## config.mk

```make
export PLATFORM = sky130hd
export DESIGN_NAME = mc_controller
export DESIGN_NICKNAME = d
export VERILOG_FILES = /design/src/rtl/mc_controller.sv
export SDC_FILE = /design/constraint.sdc
export NUM_CORES = 1
export LEC_CHECK = 0
export BUFFER_PORTS_ARGS = -buffer_cell sky130_fd_sc_hd__buf_4
export CORE_UTILIZATION = 50
export CTS_BUF_LIST = sky130_fd_sc_hd__clkbuf_8
export DETAILED_ROUTE_END_ITERATION = 10
export GPL_ROUTABILITY_DRIVEN = 0
export PLACE_DENSITY = 0.78
export SLEW_MARGIN = 5
export SYNTH_ARGS = -nofsm -noshare
export SYNTH_HDL_FRONTEND = slang
export SYNTH_SLANG_ARGS = --single-unit
```

## constraint.sdc

```tcl
create_clock -name clk -period 1.78 [get_ports clk]
set_input_delay 0.178 -clock clk [delete_from_list [all_inputs] [get_ports clk]]
set_output_delay 0.178 -clock clk [all_outputs]
set_load 0.02 [all_outputs]
```

## src/rtl/mc_controller.sv

```systemverilog
// Multicycle RV32I control unit: Moore FSM for the shared-memory datapath, with memory
// handshake stall, bus-timeout and illegal-opcode trap. Optional perf counters: MC_CTRL_PERF_EN.
module mc_controller #(
  parameter int unsigned MEM_TIMEOUT = 15
`ifdef MC_CTRL_PERF_EN
  ,parameter int unsigned CNT_W = 32
`endif
) (
  input  logic       clk,
  input  logic       reset_n,
  input  logic [6:0] op,
  input  logic [2:0] funct3,
  input  logic       Zero,
  input  logic       Lt,
  input  logic       Ltu,
  input  logic       MemReady,
  output logic       MemReq,
  output logic       MemWrite,
  output logic       AdrSrc,
  output logic       IRWrite,
  output logic       PCWrite,
  output logic       RegWrite,
  output logic [1:0] ALUSrcA,
  output logic [1:0] ALUSrcB,
  output logic [1:0] ResultSrc,
  output logic [2:0] ImmSrc,
  output logic [1:0] ALUOp,
  output logic       Trap,
  output logic       TrapCause
`ifdef MC_CTRL_PERF_EN
  ,output logic [CNT_W-1:0] InstRet,
  output logic [CNT_W-1:0] CycleCnt
`endif
);

  // state    | meaning
  // FETCH    | read instruction at PC, PC+4
  // DECODE   | read regs, compute branch/jal target
  // MEMADR   | compute load/store address
  // MEMREAD  | load access
  // MEMWB    | write load data
  // MEMWRITE | store access
  // EXECR    | register ALU op
  // EXECI    | immediate ALU op
  // EXECU    | lui / auipc
  // ALUWB    | write ALUOut
  // BRANCH   | compare, conditional PC update
  // JALR     | compute rs1+imm target
  // JAL      | PC update, link value
  // TRAP     | halted until reset
  localparam logic [3:0] FETCH    = 4'd0;
  localparam logic [3:0] DECODE   = 4'd1;
  localparam logic [3:0] MEMADR   = 4'd2;
  localparam logic [3:0] MEMREAD  = 4'd3;
  localparam logic [3:0] MEMWB    = 4'd4;
  localparam logic [3:0] MEMWRITE = 4'd5;
  localparam logic [3:0] EXECR    = 4'd6;
  localparam logic [3:0] EXECI    = 4'd7;
  localparam logic [3:0] EXECU    = 4'd8;
  localparam logic [3:0] ALUWB    = 4'd9;
  localparam logic [3:0] BRANCH   = 4'd10;
  localparam logic [3:0] JALR     = 4'd11;
  localparam logic [3:0] JAL      = 4'd12;
  localparam logic [3:0] TRAP     = 4'd13;

  localparam logic [6:0] OP_LW    = 7'b0000011;
  localparam logic [6:0] OP_SW    = 7'b0100011;
  localparam logic [6:0] OP_R     = 7'b0110011;
  localparam logic [6:0] OP_I     = 7'b0010011;
  localparam logic [6:0] OP_LUI   = 7'b0110111;
  localparam logic [6:0] OP_AUIPC = 7'b0010111;
  localparam logic [6:0] OP_BR    = 7'b1100011;
  localparam logic [6:0] OP_JAL   = 7'b1101111;
  localparam logic [6:0] OP_JALR  = 7'b1100111;

  localparam logic [7:0] WAIT_LAST = 8'(MEM_TIMEOUT - 1);

  logic [3:0] state, state_next;
  logic [7:0] wait_cnt;
  logic       trap_cause, cause_next;
  logic       take, mem_to, is_mem;

  assign is_mem = (state == FETCH) || (state == MEMREAD) || (state == MEMWRITE);
  // MemReady in the limit cycle takes priority over the timeout
  assign mem_to = !MemReady && (wait_cnt == WAIT_LAST);

  always_comb begin
    take = 1'b0;
    case (funct3)
      3'b000:  take = Zero;
      3'b001:  take = !Zero;
      3'b100:  take = Lt;
      3'b101:  take = !Lt;
      3'b110:  take = Ltu;
      3'b111:  take = !Ltu;
      default: take = 1'b0;
    endcase
  end

  always_comb begin
    state_next = state;
    cause_next = trap_cause;
    MemReq = 1'b0; MemWrite = 1'b0; AdrSrc = 1'b0;
    IRWrite = 1'b0; PCWrite = 1'b0; RegWrite = 1'b0;
    ALUSrcA = 2'b00; ALUSrcB = 2'b00; ResultSrc = 2'b00;
    ImmSrc = 3'b000; ALUOp = 2'b00; Trap = 1'b0;
    case (state)
      FETCH: begin
        MemReq = 1'b1; ALUSrcB = 2'b10; ResultSrc = 2'b10;
        if (MemReady) begin
          IRWrite = 1'b1; PCWrite = 1'b1; state_next = DECODE;
        end else if (mem_to) begin
          state_next = TRAP; cause_next = 1'b1;
        end
      end
      DECODE: begin
        ALUSrcA = 2'b01; ALUSrcB = 2'b01;
        ImmSrc = (op == OP_JAL) ? 3'b011 : 3'b010;
        case (op)
          OP_LW, OP_SW:     state_next = MEMADR;
          OP_R:             state_next = EXECR;
          OP_I:             state_next = EXECI;
          OP_LUI, OP_AUIPC: state_next = EXECU;
          OP_JAL:           state_next = JAL;
          OP_JALR:          state_next = JALR;
          OP_BR: begin
            if (funct3 == 3'b010 || funct3 == 3'b011) begin
              state_next = TRAP; cause_next = 1'b0;
            end else begin
              state_next = BRANCH;
            end
          end
          default: begin
            state_next = TRAP; cause_next = 1'b0;
          end
        endcase
      end
      MEMADR: begin
        ALUSrcA = 2'b10; ALUSrcB = 2'b01;
        ImmSrc = (op == OP_LW) ? 3'b000 : 3'b001;
        state_next = (op == OP_LW) ? MEMREAD : MEMWRITE;
      end
      MEMREAD: begin
        MemReq = 1'b1; AdrSrc = 1'b1;
        if (MemReady) state_next = MEMWB;
        else if (mem_to) begin
          state_next = TRAP; cause_next = 1'b1;
        end
      end
      MEMWB: begin
        ResultSrc = 2'b01; RegWrite = 1'b1; state_next = FETCH;
      end
      MEMWRITE: begin
        MemReq = 1'b1; MemWrite = 1'b1; AdrSrc = 1'b1;
        if (MemReady) state_next = FETCH;
        else if (mem_to) begin
          state_next = TRAP; cause_next = 1'b1;
        end
      end
      EXECR: begin
        ALUSrcA = 2'b10; ALUOp = 2'b10; state_next = ALUWB;
      end
      EXECI: begin
        ALUSrcA = 2'b10; ALUSrcB = 2'b01; ALUOp = 2'b10; state_next = ALUWB;
      end
      EXECU: begin
        ALUSrcA = (op == OP_LUI) ? 2'b11 : 2'b01;
        ALUSrcB = 2'b01; ImmSrc = 3'b100; state_next = ALUWB;
      end
      ALUWB: begin
        RegWrite = 1'b1; state_next = FETCH;
      end
      BRANCH: begin
        ALUSrcA = 2'b10; ALUOp = 2'b01; PCWrite = take; state_next = FETCH;
      end
      JALR: begin
        ALUSrcA = 2'b10; ALUSrcB = 2'b01; state_next = JAL;
      end
      JAL: begin
        ALUSrcA = 2'b01; ALUSrcB = 2'b10; PCWrite = 1'b1; state_next = ALUWB;
      end
      TRAP: Trap = 1'b1;
      default: state_next = FETCH;
    endcase
    TrapCause = trap_cause;
    if (!reset_n) begin
      MemReq = 1'b0; MemWrite = 1'b0; AdrSrc = 1'b0;
      IRWrite = 1'b0; PCWrite = 1'b0; RegWrite = 1'b0;
      ALUSrcA = 2'b00; ALUSrcB = 2'b00; ResultSrc = 2'b00;
      ImmSrc = 3'b000; ALUOp = 2'b00; Trap = 1'b0; TrapCause = 1'b0;
    end
  end

  always_ff @(posedge clk or negedge reset_n) begin
    if (!reset_n) begin
      state      <= FETCH;
      wait_cnt   <= 8'd0;
      trap_cause <= 1'b0;
    end else begin
      state      <= state_next;
      trap_cause <= cause_next;
      if (state_next != state || MemReady) wait_cnt <= 8'd0;
      else if (is_mem) wait_cnt <= wait_cnt + 8'd1;
    end
  end

`ifdef MC_CTRL_PERF_EN
  always_ff @(posedge clk or negedge reset_n) begin
    if (!reset_n) begin
      InstRet  <= '0;
      CycleCnt <= '0;
    end else begin
      if (state != TRAP) CycleCnt <= CycleCnt + 1'b1;
      if (state_next == FETCH && state != FETCH) InstRet <= InstRet + 1'b1;
    end
  end
`endif

endmodule

```

==> results of run 1 <==
-- cell families after synthesis --
group	synth area share
flip-flops	0.211
XOR/XNOR	0.0729
AO/OA/AOI/OAI	0.201
multiplexers	0.0130
AND/OR/NAND/NOR	0.411
adder cells (fa/ha/maj)	0.0162
buffers and inverters	0.0753
-- through the flow --
step | cell area [um^2] | hold WS, ps
2_1_floorplan | 1620 | -118
3_3_place_gp | 2240 | 65.8
3_5_place_dp | 2240 | 71.0
4_1_cts | 2650 | 393
-- timing repair --
action | in CTS
buffers inserted | 13
endpoints found under the hold margin | 13
hold buffers | 1
gates resized for setup | 54
endpoints found under the setup margin | 22
pin swaps | 12
==> metrics.txt, run 1 <==
outcome aborted with a tool error; Stopped at global routing (5_1_grt); Tool Error [ERROR DPL-0038] Utilization greater than 100%, impossible to legalize; worst_ep kind sequential cell input; average cell area after synthesis between 7 and 8 um^2; asr flop ratio synth 1.00; PortBufs 34; placed cell count approximately 300; die extent in x roughly 58 um; Synth area leaders dfrtp_1 21%, nor4_1 5.7%, nand2_1 4.6%; CTS Buf Count 3; Chip Height between 50 and 60 um; Setup WS pre-CTS -314 ps; top cell type's share of synthesized area 0.211; top-count cell post-synth nand2_1; top cells by count, synth 19 x nand2_1, 17 x nor2_1, 14 x nor4_1; Netlist cell types 55; Seq/Total Area, Yosys 0.211; Mapped Cells ~200; Synth Flop Type dfrtp_1; post-GRT worst EP wait_cnt[7]$_DFFE_PN0P_/D; Netlist Area Pre-Place about 0.0015 mm^2; largest area contributor in the synthesized netlist dfrtp_1; H-tree depth 1; CTS sink count 13; clk root buf clkbuf_8; initial core utilization 0.542; maximum number of pins on one net before global-route repair 14; io pins 35; Synthesis Warnings 0; DP HPWL 4.00 mm; buffers from clock root to sink, at most 2; Yosys reg bits 13; post-synthesis net count 219; Post-synth EDFFs 0; standard-cell row count 19
==> run 2, diff against run 1 <==
CORE_UTILIZATION = 35   (was 50)
CTS_BUF_LIST = unset   (was sky130_fd_sc_hd__clkbuf_8)
PLACE_DENSITY = unset   (was 0.78)
PLACE_DENSITY_LB_ADDON = 0.15   (was unset)
clock period = 2.3 ns   (was 1.78 ns; I/O delays follow)
==> run 2 against run 1 <==
Against the previous run:
- the run now ends clean
- synthesized area stayed put
- synthesized cell count stayed put
==> metrics.txt, run 2 <==
outcome finished, final reports clean; fin nets around 260; mux contribution to synthesized area 0.0130; PortBufs 34; Post-synth EDFFs 0; Crit path buffers/inverters 2; Final Max Tran Viols 0; biggest regs wait_cnt (8), state (4), trap_cause (1); most frequent cells in the layout 47 x buf_4, 19 x nand2_1, 17 x nor2_1; Post-DRT Antenna Nets 0; WP data arrival about 2000 ps; average cell area after synthesis around 7.7 um^2; Switch Pwr 904 uW; Worst path max stage delay 390 ps; Post-Synth XOR/XNOR Area 0.0729; top cell type's share of synthesized area 0.211; share of power burned in registers 0.171; die area approximately 0.0047 mm^2; Post-Synth Simple-Gate Area 0.411; WL/cell ~14 um; # hold bufs at CTS 0; period utilization 0.947; buffers from clock root to sink, at most 2; top-count cell post-synth nand2_1; gr usage total 0.198; compound-cell area share of the yosys netlist 0.201; Yosys reg bits 13; Mapped Cells approximately 200; n_diodes 0; kind of critical path flip-flop to primary output; asr flop ratio synth 1.00; final core area utilization 0.476; Clock power frac 0.116; Worst R2R Start state[2]$_DFF_PN0_; DP HPWL around 3.3 mm; routed vias/inst 5.57; Worst path slowest cell dfrtp_1; CTS tree done; Crit path max-delay family simple AND/OR/NAND/NOR gates; cells along the critical path buf_12 -> nor4b_4 -> nand3_2 -> or3_1 -> a21oi_2 -> buf_4; top cells by count, synth 19 x nand2_1, 17 x nor2_1, 14 x nor4_1; initial core utilization 0.375; combinational share of power 0.713; Final Hold Vio Count 0; largest area contributor in the synthesized netlist dfrtp_1; CP required 2070 ps; Clock Skew between 1.5 and 2 ps; leading cell type in the layout, fill and taps excluded buf_4; gr ovfl total 0; Fmax approximately 0.46 GHz; H-tree depth 1; Worst setup EP type primary output; R2R Setup Slk 160 ps; via count about 1600; Max-slew headroom 0.623; Max Cap Viol 0; Hold Crit Class input pin to async pin; io pins 35; combinational family with the most area after synthesis simple AND/OR/NAND/NOR gates; Setup-failing EPs final 0; count of TritonRoute iterations in the first routing pass 4; area delta synth->final 26.9%; die extent in x between 60 and 70 um; Core Region around 0.0041 mm^2; standard-cell row count 23; VDD IR max around 0.30 mV; Switching Share 0.489; most flop-heavy register wait_cnt; crit path max fanout 28; post-synthesis net count around 220; antenna violations before repair 0; DRC viols 0; Clock Latency Late Sink approximately 250 ps; RSZ-0062 raised after global routing false; Netlist cell types 55; Chip Height just under 70 um; CP Launch Point state[3]$_DFF_PN0_; Netlist Area Pre-Place 0.00155 mm^2; fraction of layout cells with a size suffix above 1 0.303; Leak Pwr a little over 0.0008 uW; initial drt markers 72; vias in the first global route between 1000 and 1500; maximum number of pins on one net before global-route repair 29; CTS sink count 13; Seq/Total Area, Yosys 0.211; post-layout min period 2180 ps; Synthesis Warnings 0; final setup TNS 0 ps; Worst Tran Pin Value roughly 560 ps; adder-cell share of the synthesized area 0.0162; CTS Buf Count 3; Synth Flop Type dfrtp_1; Largest register FFs 8; clk root buf clkbuf_8; Routed Wire Length a little over 4 mm; Critical Path Source Type flip-flop; Synth area leaders dfrtp_1 21%, nor4_1 5.7%, nand2_1 4.6%; clock slew at reported path FFs 60 ps; internal power ~940 uW; Power Dens Cells roughly 940 mW/mm^2; first-pass GRT wire length roughly 7 mm
[run 2: cell counts after synthesis]
Identical to the previous run, type by type.
[run 2: area by class of cell]
class,instances,area [um^2]
repair buffers,49,384
well taps,50,62.6
fillers,421,2150
clock inverters,1,5.00
flip-flops and latches,13,329
multi-input cells,165,1110
inverters,7,26.3
clock buffers,3,41.3
[run 2: worst register-to-register path, cell delays in order, from the launching register on]
cell and delay [ps]:
dfrtp_2 410, buf_4 160, xor2_2 170, a21oi_2 170
nor4_1 70, buf_4 140, a211oi_1 310, o32ai_2 120
buf_4 170, nor4_1 310
[run 2: path summary, 6_finish.rpt]
| path | endpoint | depth (start not counted) |
|---|---|---|
| max | ImmSrc[0] | 6 |
| min | trap_cause$_DFFE_PN0P_ | 2 |
| max reg2reg | wait_cnt[3]$_DFFE_PN0P_ | 9 |
| min reg2reg | trap_cause$_DFFE_PN0P_ | 1 |
| max in group asynchronous | state[2]$_DFF_PN0_ | 2 |
| min in group clk | state[1]$_DFF_PN0_ | 4 |
[run 2: stage by stage]
stage	power, uW	std cells	hold WS [ps]	worst slack [ps]	area, um^2
floorplan	1190	201	-65.6	22.7	1550
global placement	1620	283	307	7.70	1890
detailed placement	1600	283	298	73.4	1890
CTS	1840	288	30.7	72.9	1950
global route	2010	288	39.3	5.87	1960
finish	1850	288	15.0	121	1960
[run 2: per-layer routing]
| metal | vias up | share of wire | global-route usage |
|---|---|---|---|
| met5 | - | 0 | 0 |
| met2 | 55 | 0.45 | 0.293 |
| met3 | 4 | 0.066 | 0.0217 |
| met4 | 0 | 0.0092 | 0.0729 |
| li1 | 811 | - | - |
| met1 | 735 | 0.47 | 0.291 |
[run 2: repair_timing]
item	in CTS	in global routing
endpoints found under the setup margin	1	8
gates resized for setup	2	4
pin swaps	1	1
setup buffers	1	0
[run 2: kinds of logic after synthesis]
| group | Yosys count |
|---|---|
| AOI/OAI and AO/OA | 42 |
| DFF | 13 |
| and+or+nand+nor | 107 |
| xor gates and xnor gates | 12 |
| buffers and inverters | 23 |
| adders and majority gates | 2 |
| muxes | 2 |
[run 2: power by group through the flow]
stage / combinational [uW] / clock [uW] / sequential, uW
final: 1320 / 215 / 316
after global routing: 1450 / 237 / 324
after CTS: 1310 / 216 / 314
after detailed placement: 1270 / 0 / 330
after global placement: 1290 / 0 / 330
after floorplan: 896 / 0 / 298
(Power assumes the default switching activity.)
==> run 3, diff against run 2 <==
--- a/config.mk
+++ b/config.mk
@@ -11,5 +11,5 @@
 export GPL_ROUTABILITY_DRIVEN = 0
 export PLACE_DENSITY_LB_ADDON = 0.15
-export SLEW_MARGIN = 5
+export SLEW_MARGIN = 20
 export SYNTH_ARGS = -nofsm -noshare
 export SYNTH_HDL_FRONTEND = slang
==> constraint.sdc (replaced) <==
create_clock -name clk -period 2.3 [get_ports clk]
set_input_delay 0.115 -clock clk [delete_from_list [all_inputs] [get_ports clk]]
set_output_delay 0.115 -clock clk [all_outputs]
set_load 0.02 [all_outputs]
==> run 3 against run 2 <==
Against the previous run:
- wire length grew 3.9%
- combinational power about the same
- total power is 1.8% higher
- final cell count up 1.0%
- first-iteration DRC count increased by 38%
- setup slack lost 8.7 ps
- utilization is 0.21 points higher
- maximum frequency down 0.40%
- critical path type unchanged
==> metrics.txt, run 3 (same netlist as run 2, synthesis figures left out) <==
die area roughly 0.0047 mm^2; Post-CTS Setup Bufs 0; Largest register FFs 8; antenna violations before repair 0; Setup WS pre-CTS between 150 and 200 ps; period utilization 0.951; biggest regs wait_cnt (8), state (4), trap_cause (1); final setup TNS 0 ps; Power Dens Cells around 950 mW/mm^2; Hold Crit Class input pin to flip-flop; initial core utilization 0.375; Worst R2R Start state[1]$_DFF_PN0_; Clock Latency Late Sink roughly 250 ps; CTS Buf Count 3; share of power burned in registers 0.172; n_diodes 0; most flop-heavy register wait_cnt; placed cell count 286; H-tree depth 1; Finished Layout Cells around 290; CP required 2180 ps; RSZ-0062 raised after global routing false; Max-slew headroom 0.702; combinational share of power 0.711; Routed Wire Length ~4.3 mm; crit path max fanout 9; post-layout min period about 2200 ps; first-pass GRT wire length roughly 6.9 mm; WP data arrival about 2100 ps; Leak Pwr 0.000831 uW; Chip Height roughly 70 um; CTS tree done; HP Start MemReady; leading cell type in the layout, fill and taps excluded buf_4; PortBufs 34; worst r2r dst wait_cnt[1]$_DFFE_PN0P_; area delta synth->final 27.4%; Final Max Tran Viols 0; Final Hold Vio Count 0; R2R Setup Slk about 130 ps; PnR worst setup slack 112 ps; outcome finished, final reports clean; R2R cell count 8; routed vias/inst 5.55; hold-critical path depth 4; kind of critical path flip-flop to primary output; Clock power frac 0.117; Setup-failing EPs final 0; fin nets 260; final core area utilization 0.479; Critical Path Source Type flip-flop; fraction of layout cells with a size suffix above 1 0.286; clk root buf clkbuf_8; via count ~1600; initial drt markers just under 100; buffers from clock root to sink, at most 2; Worst setup EP type primary output; Worst Tran Pin Value between 400 and 500 ps; DRC viols 0; Max Cap Viol 0; Post-DRT Antenna Nets 0; io pins 35; CTS sink count 13; WL/cell ~15 um; maximum number of pins on one net before global-route repair 26; Switch Pwr about 940 uW; layout filler cell count 430; VDD IR max roughly 0.30 mV; gr ovfl total 0; Hold EP state[1]$_DFF_PN0_; die extent in x about 68 um; standard-cell row count 23; vias in the first global route roughly 1400; Core Region between 0.004 and 0.005 mm^2; count of TritonRoute iterations in the first routing pass 4; DP HPWL approximately 3.2 mm; Clock Skew about 1.9 ps; Switching Share 0.497; internal power about 950 uW; Fmax approximately 0.46 GHz; most frequent cells in the layout 50 x buf_4, 19 x nand2_1, 17 x nor2_1; clock slew at reported path FFs roughly 60 ps; gr usage total 0.200
## run 3: how the worst max path moves through the flow
| stage | startpoint | to | cells after the start |
|---|---|---|---|
| final | state[1]$_DFF_PN0_ | ImmSrc[0] | 6 |
| after detailed placement | state[2]$_DFF_PN0_ | wait_cnt[6]$_DFFE_PN0P_ | 6 |
| after global placement | state[2]$_DFF_PN0_ | wait_cnt[0]$_DFFE_PN0P_ | 6 |
| after global routing | state[1]$_DFF_PN0_ | ImmSrc[0] | 6 |
| after CTS | state[2]$_DFF_PN0_ | ImmSrc[0] | 6 |
| after floorplan | state[3]$_DFF_PN0_ | IRWrite | 5 |
## run 3: area by class of cell
| type | count | area (um^2) | share of cell area |
|---|---|---|---|
| Clock buffer | 3 | 41.3 | 0.0210 |
| Clock inverter | 1 | 5.00 | 0.00254 |
| Inverter | 7 | 26.3 | 0.0133 |
| Multi-Input combinational cell | 165 | 1110 | 0.565 |
| Sequential cell | 13 | 325 | 0.165 |
| Tap cell | 50 | 62.6 | 0.0318 |
| Timing Repair Buffer | 52 | 397 | 0.201 |
## run 3: per-layer routing
layer | up-vias | wire, um | track usage
met3 | 5 | 143 | 0.0217
met1 | 754 | 2120 | 0.283
met2 | 42 | 1990 | 0.309
li1 | 814 | - | -
met5 | - | 0 | 0
met4 | 0 | 52 | 0.0703
## run 3: what timing repair did
item                                    in CTS  in global routing
endpoints found under the setup margin       0                  9
endpoints found under the hold margin       13                  0
resized for setup                            0                  2
hold buffers                                 1                  0
## run 3: power by group through the flow
stage / Combinational [uW] / Clock, uW / Sequential (uW)
2_1_floorplan: 896 / 0 / 298
3_3_place_gp: 1320 / 0 / 322
3_5_place_dp: 1310 / 0 / 323
4_1_cts: 1320 / 217 / 319
5_1_grt: 1470 / 227 / 331
6_report: 1340 / 220 / 323
## run 3: through the flow
step           hold slack [ps]  area (um^2)  total power (uW)
6_report                   265         1970              1880
5_1_grt                    296         1970              2030
4_1_cts                    266         1960              1850
3_5_place_dp              11.6         1900              1630
3_3_place_gp              16.9         1900              1640
2_1_floorplan             -181         1550              1190
## run 3: critical path: stages (launching register included)
cell and delay [ps]:
dfrtp_1 450, buf_4 200, nor4b_4 330, nand3_1 170, or3_1 340, a21oi_1 170
buf_4 160
==> run 4, diff against run 3 <==
CORE_AREA = 2 2 63 65   (was unset)
CORE_UTILIZATION = unset   (was 35)
DIE_AREA = 0 0 65 67   (was unset)
==> run 4 against run 3 <==
Against the previous run:
- total power fell by 0.81%
- via count rose by 0.43%
- register-to-register slack improved by 40 ps
==> metrics.txt, run 4 (same netlist as run 2, synthesis figures left out) <==
H-tree depth 1; Leak Pwr 0.000820 uW; period utilization 0.928; Clock Latency Late Sink 250 ps; Crit path max-delay family compound AO/OA/AOI/OAI gates; io pins 35; CTS tree done; CP required approximately 2400 ps; most flop-heavy register wait_cnt; fraction of layout cells with a size suffix above 1 0.304; Largest register FFs 8; crit path max fanout 8; PortBufs 34; Worst path max stage delay 480 ps; Fmax about 0.47 GHz; via count roughly 1600; Worst path slowest cell dfrtp_1; Final Max Tran Viols 0; WP data arrival between 2000 and 2500 ps; Final Hold Vio Count 0; Max-slew headroom 0.723; Worst Tran Pin Value slightly above 400 ps; final setup TNS 0 ps; CTS sink count 13; RSZ-0062 raised after global routing false; biggest regs wait_cnt (8), state (4), trap_cause (1); layout filler cell count approximately 350; met1 WL 1.95 mm; initial drt markers around 150; buffers from clock root to sink, at most 2; Clock Skew 2.46 ps; met3 wire length ~180 um; gr usage total 0.204; Routed Wire Length 4.09 mm; most frequent cells in the layout 50 x buf_4, 19 x nand2_1, 17 x nor2_1; cells along the critical path xor2_2 -> a21oi_2 -> buf_4 -> o21ai_0 -> o31ai_1 -> o31ai_4 -> nor4_1; die extent in x approximately 65 um; standard-cell row count 22; antenna violations before repair 0; Setup-failing EPs final 0; Hold Crit Class input pin to flip-flop; Chip Height between 60 and 70 um; Power Dens Cells about 940 mW/mm^2; area delta synth->final 27.9%; HP Start op[4]; clock slew at reported path FFs roughly 60 ps; CTS Buf Count 3; die area between 0.004 and 0.005 mm^2; leading cell type in the layout, fill and taps excluded buf_4; initial core utilization 0.429; clk root buf clkbuf_8; total power 1870 uW; post-layout min period 2130 ps; WL met2 around 1.9 mm; Post-DRT Antenna Nets 0; Max Cap Viol 0; routed vias/inst ~5.6; outcome finished, final reports clean; fin nets roughly 260; highest routed metal layer met4; CP Launch Point state[1]$_DFF_PN0_; Critical Path Source Type flip-flop; first-pass GRT wire length 7.02 mm; Worst setup EP type flip-flop; n_diodes 0; vias in the first global route roughly 1500; Worst R2R Start state[1]$_DFF_PN0_; VDD IR max between 0.3 and 0.4 mV; kind of critical path flip-flop to flip-flop; gr ovfl total 0; DP HPWL just over 3 mm; maximum number of pins on one net before global-route repair 26; Core Region approximately 0.0036 mm^2; DRC viols 0; Crit path buffers/inverters 1; WL/cell 14.2 um; count of TritonRoute iterations in the first routing pass 4
==> run 4: cell types whose count changed in the layout (fill, tap and decap cells not counted), sizes merged <==
cell    change
clkbuf      +1
buf         -1
clkinv      -1
==> run 4: where the power goes <==
| group | internal [uW] | leakage (uW) | switching (uW) |
|---|---|---|---|
| clock network | 123 | 0.0000228 | 89.3 |
| registers | 267 | 0.000173 | 96.0 |
| logic | 566 | 0.000624 | 724 |
==> run 4: cell type report <==
type	instances	area, um^2	share of cell area
well taps	48	60.1	0.0304
inverters	7	26.3	0.0133
clock buffers	4	45.0	0.0228
repair buffers	51	385	0.195
flip-flops and latches	13	329	0.166
multi-input cells	165	1130	0.572
==> run 4: worst paths after layout <==
kind	endpoint	slack, ps	depth (start not counted)
worst max-delay path	wait_cnt[4]$_DFFE_PN0P_	170	7
worst min-delay path	state[1]$_DFF_PN0_	260	4
worst max register to register	wait_cnt[4]$_DFFE_PN0P_	170	7
worst min register to register	trap_cause$_DFFE_PN0P_	500	1
max in group asynchronous	state[3]$_DFF_PN0_	1780	2
min in group asynchronous	state[1]$_DFF_PN0_	290	2
==> run 4: metrics by stage <==
step                      utilization  setup WS (ps)  area (um^2)  std cells  hold WS, ps
after floorplan                     -            138         1550        201         -181
after global placement          0.524           69.7         1890        283         12.2
after detailed placement        0.524           7.27         1890        283         11.0
after CTS                       0.541           13.3         1950        288          252
after global routing            0.548           38.1         1980        288          282
final                           0.548            166         1980        288          256
==> run 4: worst register-to-register path, delay by kind of cell (launching register included) <==
family | cells | cell delay, ps
AND/OR/NAND/NOR | 1 | 320
buffers and inverters | 1 | 160
flip-flops | 1 | 480
AO/OA/AOI/OAI | 4 | 800
XOR/XNOR | 1 | 250
==> run 4: timing repair <==
item                                   in CTS  in global routing
setup endpoints to repair                   1                 10
resized for setup                           1                  6
endpoints found under the hold margin      13                  0
setup buffers                               0                  0
hold buffers                                1                  0
==> run 4: metal layers <==
layer	global-route usage	vias up
li1	-	816
met2	0.321	35
met5	0	-
met1	0.294	766
met4	0.0319	0
met3	0.0389	5
